### config.mk
export PLATFORM = sky130hd
export DESIGN_NAME = line_burst_adaptor_flat
export DESIGN_NICKNAME = d
export VERILOG_FILES = /design/src/rtl/line_burst_adaptor_pkg.sv /design/src/rtl/line_burst_adaptor_if.sv /design/src/rtl/line_burst_adaptor_line_buffer.sv /design/src/rtl/line_burst_adaptor.sv /design/src/flat_wrapper.sv
export SDC_FILE = /design/constraint.sdc
export NUM_CORES = 1
export LEC_CHECK = 0
export CAP_MARGIN = 20
export CORE_AREA = 2 2 273 275
export CTS_CLUSTER_DIAMETER = 60
export DETAILED_ROUTE_END_ITERATION = 6
export DIE_AREA = 0 0 275 277
export GPL_TIMING_DRIVEN = 0
export PLACE_DENSITY_LB_ADDON = 0.3
export SYNTH_ARGS = -nofsm -noshare
export SYNTH_HDL_FRONTEND = slang
export SYNTH_SLANG_ARGS = --single-unit
### constraint.sdc
create_clock -name clk -period 2.4 [get_ports clk]
set_input_delay 0.72 -clock clk [delete_from_list [all_inputs] [get_ports clk]]
set_output_delay 0.72 -clock clk [all_outputs]
set_load 0.005 [all_outputs]
### src/rtl/line_burst_adaptor_pkg.sv
// l1_cache_types: shared request/feedback structs, burst geometry constants
// and the adaptor state type used by line_burst_adaptor and line_buffer.
package l1_cache_types;

  localparam int BURST_BEATS      = 4;
  localparam int BEAT_WIDTH       = 64;
  localparam int LINE_OFFSET_BITS = 5;
  localparam int LINE_WIDTH       = BURST_BEATS * BEAT_WIDTH;

  typedef struct packed {
    logic                  mem_read;
    logic                  mem_write;
    logic [31:0]           mem_addr;
    logic [LINE_WIDTH-1:0] mem_wdata256;
  } l1_cache_request;

  typedef struct packed {
    logic                  mem_resp;
    logic [LINE_WIDTH-1:0] mem_rdata256;
  } l1_cache_feedback;

  typedef enum logic [2:0] {
    IDLE,
    RBURST,
    WBURST,
    RESP,
    DONE
  } burst_state_t;

  typedef logic [31:LINE_OFFSET_BITS] line_tag_t;

  // Line-aligned base address: offset bits within the 32-byte line cleared.
  function automatic logic [31:0] line_base(input logic [31:0] addr);
    return {addr[31:LINE_OFFSET_BITS], {LINE_OFFSET_BITS{1'b0}}};
  endfunction

endpackage

### src/rtl/line_burst_adaptor_if.sv
// line_burst_adaptor_if: arbiter-side line request/feedback plus the
// memory-side burst signals. slave = the adaptor, master = its environment.
interface line_burst_adaptor_if;
  import l1_cache_types::*;

  l1_cache_request  line_request;
  l1_cache_feedback line_feedback;
  logic [BEAT_WIDTH-1:0] burst_rdata;
  logic [BEAT_WIDTH-1:0] burst_wdata;
  logic [31:0]           burst_addr;
  logic                  burst_read;
  logic                  burst_write;
  logic                  burst_resp;

  modport slave (
    input  line_request, burst_rdata, burst_resp,
    output line_feedback, burst_wdata, burst_addr, burst_read, burst_write
  );

  modport master (
    output line_request, burst_rdata, burst_resp,
    input  line_feedback, burst_wdata, burst_addr, burst_read, burst_write
  );

endinterface

### src/rtl/line_burst_adaptor_line_buffer.sv
// line_buffer: one buffered 256-bit line (tag, valid, data). Filled by a
// completed read burst, overwritten by a write to the same line, looked up
// combinationally for read hits. Used only when LINE_BUFFER_EN is defined.
module line_buffer
  import l1_cache_types::*;
(
  input  logic                  clk,
  input  logic                  rst,
  input  line_tag_t             lookup_tag,
  output logic                  hit,
  output logic [LINE_WIDTH-1:0] rdata,
  input  logic                  fill_en,
  input  line_tag_t             fill_tag,
  input  logic [LINE_WIDTH-1:0] fill_data,
  input  logic                  update_en,
  input  logic [LINE_WIDTH-1:0] update_data
);

  line_tag_t             tag_q, tag_d;
  logic                  valid_q, valid_d;
  logic [LINE_WIDTH-1:0] data_q, data_d;

  assign hit   = valid_q && (tag_q == lookup_tag);
  assign rdata = data_q;

  // Next tag/valid/data: a fill replaces the whole entry, an update only the data.
  always_comb begin
    tag_d   = tag_q;
    valid_d = valid_q;
    data_d  = data_q;
    if (fill_en) begin
      tag_d   = fill_tag;
      valid_d = 1'b1;
      data_d  = fill_data;
    end else if (update_en) begin
      data_d  = update_data;
    end
  end

  // Tag and valid are reset so the buffer starts empty.
  always_ff @(posedge clk) begin
    if (rst) begin
      tag_q   <= '0;
      valid_q <= 1'b0;
    end else begin
      tag_q   <= tag_d;
      valid_q <= valid_d;
    end
  end

  // Line data storage.
  // NOTE: data is deliberately not reset; valid_q gates every use, so a reset
  // here would only add fan-out on 256 flops for no functional gain.
  always_ff @(posedge clk) begin
    data_q <= data_d;
  end

endmodule

### src/rtl/line_burst_adaptor.sv
// line_burst_adaptor: answers one 256-bit line read/write from the arbiter
// with a single-cycle mem_resp, converting it into a 4-beat 64-bit memory
// burst. Optional feature macro: LINE_BUFFER_EN adds a one-line read buffer
// (read hits answered without memory traffic, writes are written through).
module line_burst_adaptor
  import l1_cache_types::*;
(
  input  logic clk,
  input  logic rst,
  line_burst_adaptor_if.slave bus
);

  localparam int BEATS = BURST_BEATS;

  burst_state_t          state_q, state_d;
  logic [1:0]            cnt_q, cnt_d;
  logic [31:0]           addr_q, addr_d;
  logic [LINE_WIDTH-1:0] wdata_q, wdata_d;
  logic [LINE_WIDTH-1:0] rdata_q, rdata_d;
  logic                  resp_q, resp_d;
  logic                  read_q, read_d;
  logic                  write_q, write_d;
  logic                  last_beat;

  assign last_beat = (cnt_q == 2'(BEATS - 1));

`ifdef LINE_BUFFER_EN
  logic                  buf_hit;
  logic [LINE_WIDTH-1:0] buf_rdata;
  logic                  fill_en;
  logic                  update_en;

  line_buffer u_line_buffer (
    .clk         (clk),
    .rst         (rst),
    .lookup_tag  (bus.line_request.mem_addr[31:LINE_OFFSET_BITS]),
    .hit         (buf_hit),
    .rdata       (buf_rdata),
    .fill_en     (fill_en),
    .fill_tag    (addr_q[31:LINE_OFFSET_BITS]),
    .fill_data   (rdata_d),
    .update_en   (update_en),
    .update_data (bus.line_request.mem_wdata256)
  );
`endif

  // Next-state and next-output logic for the request/burst sequence.
  always_comb begin
    // NOTE: every _d gets a default before the case so no path leaves a
    // variable unassigned, which would otherwise infer a latch.
    state_d = state_q;
    cnt_d   = cnt_q;
    addr_d  = addr_q;
    wdata_d = wdata_q;
    rdata_d = rdata_q;
    resp_d  = 1'b0;
    read_d  = read_q;
    write_d = write_q;
`ifdef LINE_BUFFER_EN
    fill_en   = 1'b0;
    update_en = 1'b0;
`endif

    unique case (state_q)
      IDLE: begin
        // Reads win over writes when both are requested.
        if (bus.line_request.mem_read) begin
          addr_d = line_base(bus.line_request.mem_addr);
          cnt_d  = '0;
`ifdef LINE_BUFFER_EN
          if (buf_hit) begin
            rdata_d = buf_rdata;
            resp_d  = 1'b1;
            state_d = RESP;
          end else begin
            read_d  = 1'b1;
            state_d = RBURST;
          end
`else
          read_d  = 1'b1;
          state_d = RBURST;
`endif
        end else if (bus.line_request.mem_write) begin
          addr_d  = line_base(bus.line_request.mem_addr);
          wdata_d = bus.line_request.mem_wdata256;
          cnt_d   = '0;
          write_d = 1'b1;
          state_d = WBURST;
`ifdef LINE_BUFFER_EN
          update_en = buf_hit;
`endif
        end
      end

      RBURST: begin
        // burst_resp low simply holds cnt, so stalls lose no beats.
        if (bus.burst_resp) begin
          rdata_d[BEAT_WIDTH*int'(cnt_q) +: BEAT_WIDTH] = bus.burst_rdata;
          cnt_d = cnt_q + 2'd1;
          if (last_beat) begin
            read_d  = 1'b0;
            resp_d  = 1'b1;
            state_d = RESP;
`ifdef LINE_BUFFER_EN
            fill_en = 1'b1;
`endif
          end
        end
      end

      WBURST: begin
        if (bus.burst_resp) begin
          cnt_d = cnt_q + 2'd1;
          if (last_beat) begin
            write_d = 1'b0;
            resp_d  = 1'b1;
            state_d = RESP;
          end
        end
      end

      // One-cycle response, then one recovery cycle that ignores the
      // request inputs while the arbiter sets up its prefetch.
      RESP:    state_d = DONE;
      DONE:    state_d = IDLE;
      default: state_d = IDLE;
    endcase
  end

  // State and registered outputs; reset aborts any burst in flight.
  always_ff @(posedge clk) begin
    // NOTE: non-blocking assignments so every flop samples the pre-edge
    // values, independent of statement order.
    if (rst) begin
      state_q <= IDLE;
      cnt_q   <= '0;
      addr_q  <= '0;
      wdata_q <= '0;
      rdata_q <= '0;
      resp_q  <= 1'b0;
      read_q  <= 1'b0;
      write_q <= 1'b0;
    end else begin
      state_q <= state_d;
      cnt_q   <= cnt_d;
      addr_q  <= addr_d;
      wdata_q <= wdata_d;
      rdata_q <= rdata_d;
      resp_q  <= resp_d;
      read_q  <= read_d;
      write_q <= write_d;
    end
  end

  assign bus.line_feedback.mem_resp     = resp_q;
  assign bus.line_feedback.mem_rdata256 = rdata_q;
  assign bus.burst_addr                 = addr_q;
  assign bus.burst_read                 = read_q;
  assign bus.burst_write                = write_q;
  assign bus.burst_wdata                = wdata_q[BEAT_WIDTH*int'(cnt_q) +: BEAT_WIDTH];

endmodule

### src/flat_wrapper.sv
// flat-port wrapper written by rule: the top's interface ports become plain ports
module line_burst_adaptor_flat import l1_cache_types::*;
  (clk, rst, bus_line_request, bus_burst_rdata, bus_burst_resp, bus_line_feedback, bus_burst_wdata, bus_burst_addr, bus_burst_read, bus_burst_write);
  line_burst_adaptor_if bus_i ();
  input  logic clk;
  input  logic rst;
  input wire logic [$bits(bus_i.line_request)-1:0] bus_line_request;
  input wire logic [$bits(bus_i.burst_rdata)-1:0] bus_burst_rdata;
  input wire logic [$bits(bus_i.burst_resp)-1:0] bus_burst_resp;
  output wire logic [$bits(bus_i.line_feedback)-1:0] bus_line_feedback;
  output wire logic [$bits(bus_i.burst_wdata)-1:0] bus_burst_wdata;
  output wire logic [$bits(bus_i.burst_addr)-1:0] bus_burst_addr;
  output wire logic [$bits(bus_i.burst_read)-1:0] bus_burst_read;
  output wire logic [$bits(bus_i.burst_write)-1:0] bus_burst_write;
  assign bus_i.line_request = bus_line_request;
  assign bus_i.burst_rdata = bus_burst_rdata;
  assign bus_i.burst_resp = bus_burst_resp;
  assign bus_line_feedback = bus_i.line_feedback;
  assign bus_burst_wdata = bus_i.burst_wdata;
  assign bus_burst_addr = bus_i.burst_addr;
  assign bus_burst_read = bus_i.burst_read;
  assign bus_burst_write = bus_i.burst_write;
  line_burst_adaptor u_core (.clk(clk), .rst(rst), .bus(bus_i));
endmodule
==> metrics.md <==
| Metric | Value |
|---|---|
| Post-synth ARST share | 0 |
| VDD IR max | 763 µV |
| Global-route wire length before repair | 160000 µm |
| Hold Path Cell Cnt | 3 |
| Area Overhead vs Synth | 54.5% |
| Tot Pwr | 32400 µW |
| Final Max Tran Viols | 0 |
| Drt first pass iters | 5 |
| Fin Setup TNS | -100560 ps |
| Vias in the first global route | 24.1k |
| Crit path max fanout | 8 |
| Grt ovf | 0 |
| R2R cell count | 17 |
| Worst hold margin | 452 ps |
| Pwr Density | 922 nW/µm² |
| Fill count | 7161 |
| Finished Layout Cells | around 4.5k |
| Share of layout cells above drive strength 1 | 0.146 |
| RSZ-0062 raised after global routing | true |
| Failing checks | negative setup slack |
| Lkg Pwr | approximately 0.012 µW |
| Gpl congestion | 0.918 |
| WL/cell | approximately 25 µm |
| Final setup slack of the worst path | -589 ps |
| Mapped cell area | 22700 µm² |
| Status | finished, violations left |
| I/O pin cnt | 712 |
| Initial antenna violation count | 24 |
| Delay of the slowest critical-path stage | 590 ps |
| CTS buffer count | 60 |
| Tot GR Track Use | 0.280 |
| Core ar. | 73600 µm² |
| Die height | 277 µm |
| Post-synthesis sequential area ratio | 0.482 |
| Fin crit period | 2990 ps |
| Clock sink count | between 500 and 600 |
| Crit path launch type | flip-flop |
| CTS H-tree depth | 2 |
| Critical-path top delay cell | mux4_2 |
| Worst path top cell family by delay | buffers and inverters |
| Cell Rows | 100 |
| Required @ worst endpoint | ~1700 ps |
| ANT nets after route | 0 |
| Crit path cell chain | buf_12 -> buf_16 -> buf_12 -> buf_12 -> mux4_2 -> buf_2 |
| Post-synth cell types | 41 |
| Synth Register Bits | 547 |
| Crit path kind | flip-flop to output port |
| Worst Setup End Kind | output port |
| Most frequent cells in the layout | 635 x clkdlybuf4s50_1, 545 x dfxtp_1, 502 x a21oi_1 |
| DRC Markers | 0 |
| Critical path depth | 6 |
| Commonest non-fill, non-tap cell in the layout | clkdlybuf4s50_1 |
| Buf/Inv on CP | 5 |
| HPWL after detailed placement | ~84000 µm |
| Number of synthesized flops with an enable pin | 0 |
| I/O Buffers | 699 |
| Post-synth top flop | dfxtp_1 |
| DRT iter0 DRCs | 2444 |
| Most used cell, CP | buf_12 |
| Area of the die | 76200 µm² |
| Clock skew | 33.1 ps |
| Initial core utilization | 0.309 |
| Final setup fails | 321 |
| CTS tree | done |
| Clk slew on worst S/H paths | approximately 60 ps |
| Final hold violations | 0 |
| Peak Freq | 335 MHz |
| Via Count | approximately 25k |
| Final core occ | 0.477 |
| Placed cell count | 4305 |
| Pin count of the biggest net entering global routing | 18 |
| Final period util | 1.25 |
| Die W | 275 µm |
| Worst min path class | input port to flip-flop |
| Synth warn | 0 |
| Post-CTS Hold Fix Bufs | 0 |
| Max Buffers Root-to-Sink | 3 |
| Root buf cell | clkbuf_16 |
| Worst-margin pin slew | 1120 ps |
| Detailed Route WL | between 100000 and 150000 µm |
| Synth Instances | approximately 2.6k |
| Max-Cap Viols | 0 |
| Crit path DAT | 2270 ps |
| Mean Syn Cell Area | 8.63 µm² |
| Nets | 3862 |
| Worst-skew pair later-pin latency | 660 ps |
| Max-slew headroom | 0.250 |
| Via/cell ratio | around 5.6 |
## final timing paths
check | slack [ps] | endpoint | startpoint
worst min register to register | 470 | u_core.bus.burst_addr[25] | u_core.bus.burst_addr[25]
worst max register to register | -390 | u_core.rdata_q[6] | u_core.cnt_q[0]
worst min-delay path | 450 | u_core.bus.burst_read | bus_line_request[289]
worst max-delay path | -590 | bus_burst_wdata[63] | u_core.cnt_q[0]
## metal layers
metal  up-vias  wire length (µm)  track usage
met5         -               163            0
met4        26              5700        0.127
met3       290             10300       0.0712
met2      1294             55400        0.483
met1     12300             42000        0.323
li1      11600                 -            -
## kinds of logic (layout without fill, tap and decap cells)
| kind of cell | count (synthesis) | count (layout) | synth area share |
|---|---|---|---|
| muxes | 68 | 68 | 0.0652 |
| and+or+nand+nor | 567 | 567 | 0.143 |
| adders and majority gates | 6 | 6 | 0.00330 |
| AOI/OAI and AO/OA | 1083 | 1083 | 0.240 |
| DFF | 547 | 547 | 0.482 |
| xor gates and xnor gates | 1 | 1 | 0.000386 |
| other | 1 | 17 | 0.000165 |
| buffers and inverters | 359 | 1270 | 0.0659 |
## registers in the layout, summed over array words and instances (netlist names)
| name | cells |
|---|---|
| u_core.rdata_q | 256 |
| u_core.wdata_q | 256 |
| u_core.bus.burst_addr | 27 |
| u_core.state_q | 3 |
| u_core.cnt_q | 2 |
| u_core.bus.burst_read | 1 |
| u_core.bus.burst_write | 1 |
| u_core.resp_q | 1 |
## power by group
part	total [µW]	internal [µW]	switching [µW]
registers	10200	9810	422
logic	12700	5830	6840
clock network	9460	5430	4030
total	32400	21100	11300
## through the flow
step	setup slack [ps]	cell area [µm²]
2_1_floorplan	-55.2	22700
3_3_place_gp	-1540	31000
3_5_place_dp	-1560	31000
4_1_cts	-664	34400
5_1_grt	-648	35100
6_report	-589	35100
## final cells by class
class	instances	area, µm²	share of cell area
Buffer	336	1910	0.0545
Timing Repair Buffer	808	8390	0.239
Multi-Input combinational cell	1730	10500	0.299
Antenna cell	12	30.0	0.000856
Clock inverter	17	236	0.00674
Sequential cell	547	11000	0.312
Inverter	15	73.8	0.00210
Tap cell	969	1210	0.0345
Clock buffer	93	1780	0.0506
Timing Repair inverter	1	8.76	0.000250
## cells in the mapped netlist, types with 2 or more instances
cell	n	area share
or2_2	2	0.00055
o21ai_0	496	0.11
nand2_1	4	0.00066
buf_1	17	0.0028
a21oi_1	536	0.12
inv_1	12	0.0020
nor4b_1	2	0.00077
mux2i_1	4	0.0018
dfxtp_1	547	0.48
clkbuf_1	251	0.041
nor2_1	3	0.00050
nand4b_1	2	0.00077
o21ai_1	40	0.0088
nor4bb_1	2	0.00088
clkinv_1	2	0.00033
buf_4	22	0.0073
nand3_1	284	0.063
o32ai_1	6	0.0023
nand2b_1	6	0.0017
nand4bb_1	2	0.00099
ha_1	6	0.0033
mux4_2	64	0.063
o31ai_1	2	0.00066
buf_2	54	0.012
nand4_1	250	0.069
## worst min-delay path: stages
cell and delay (ps):
buf_2 170, nand2_1 80, a21oi_1 60
## what timing repair did
action	CTS	global route
buffers inserted	66	28
cloned	12	16
resized for setup	472	137
endpoints found under the setup margin	591	517
pin swaps	70	183
Power figures use the tool's default switching activity.
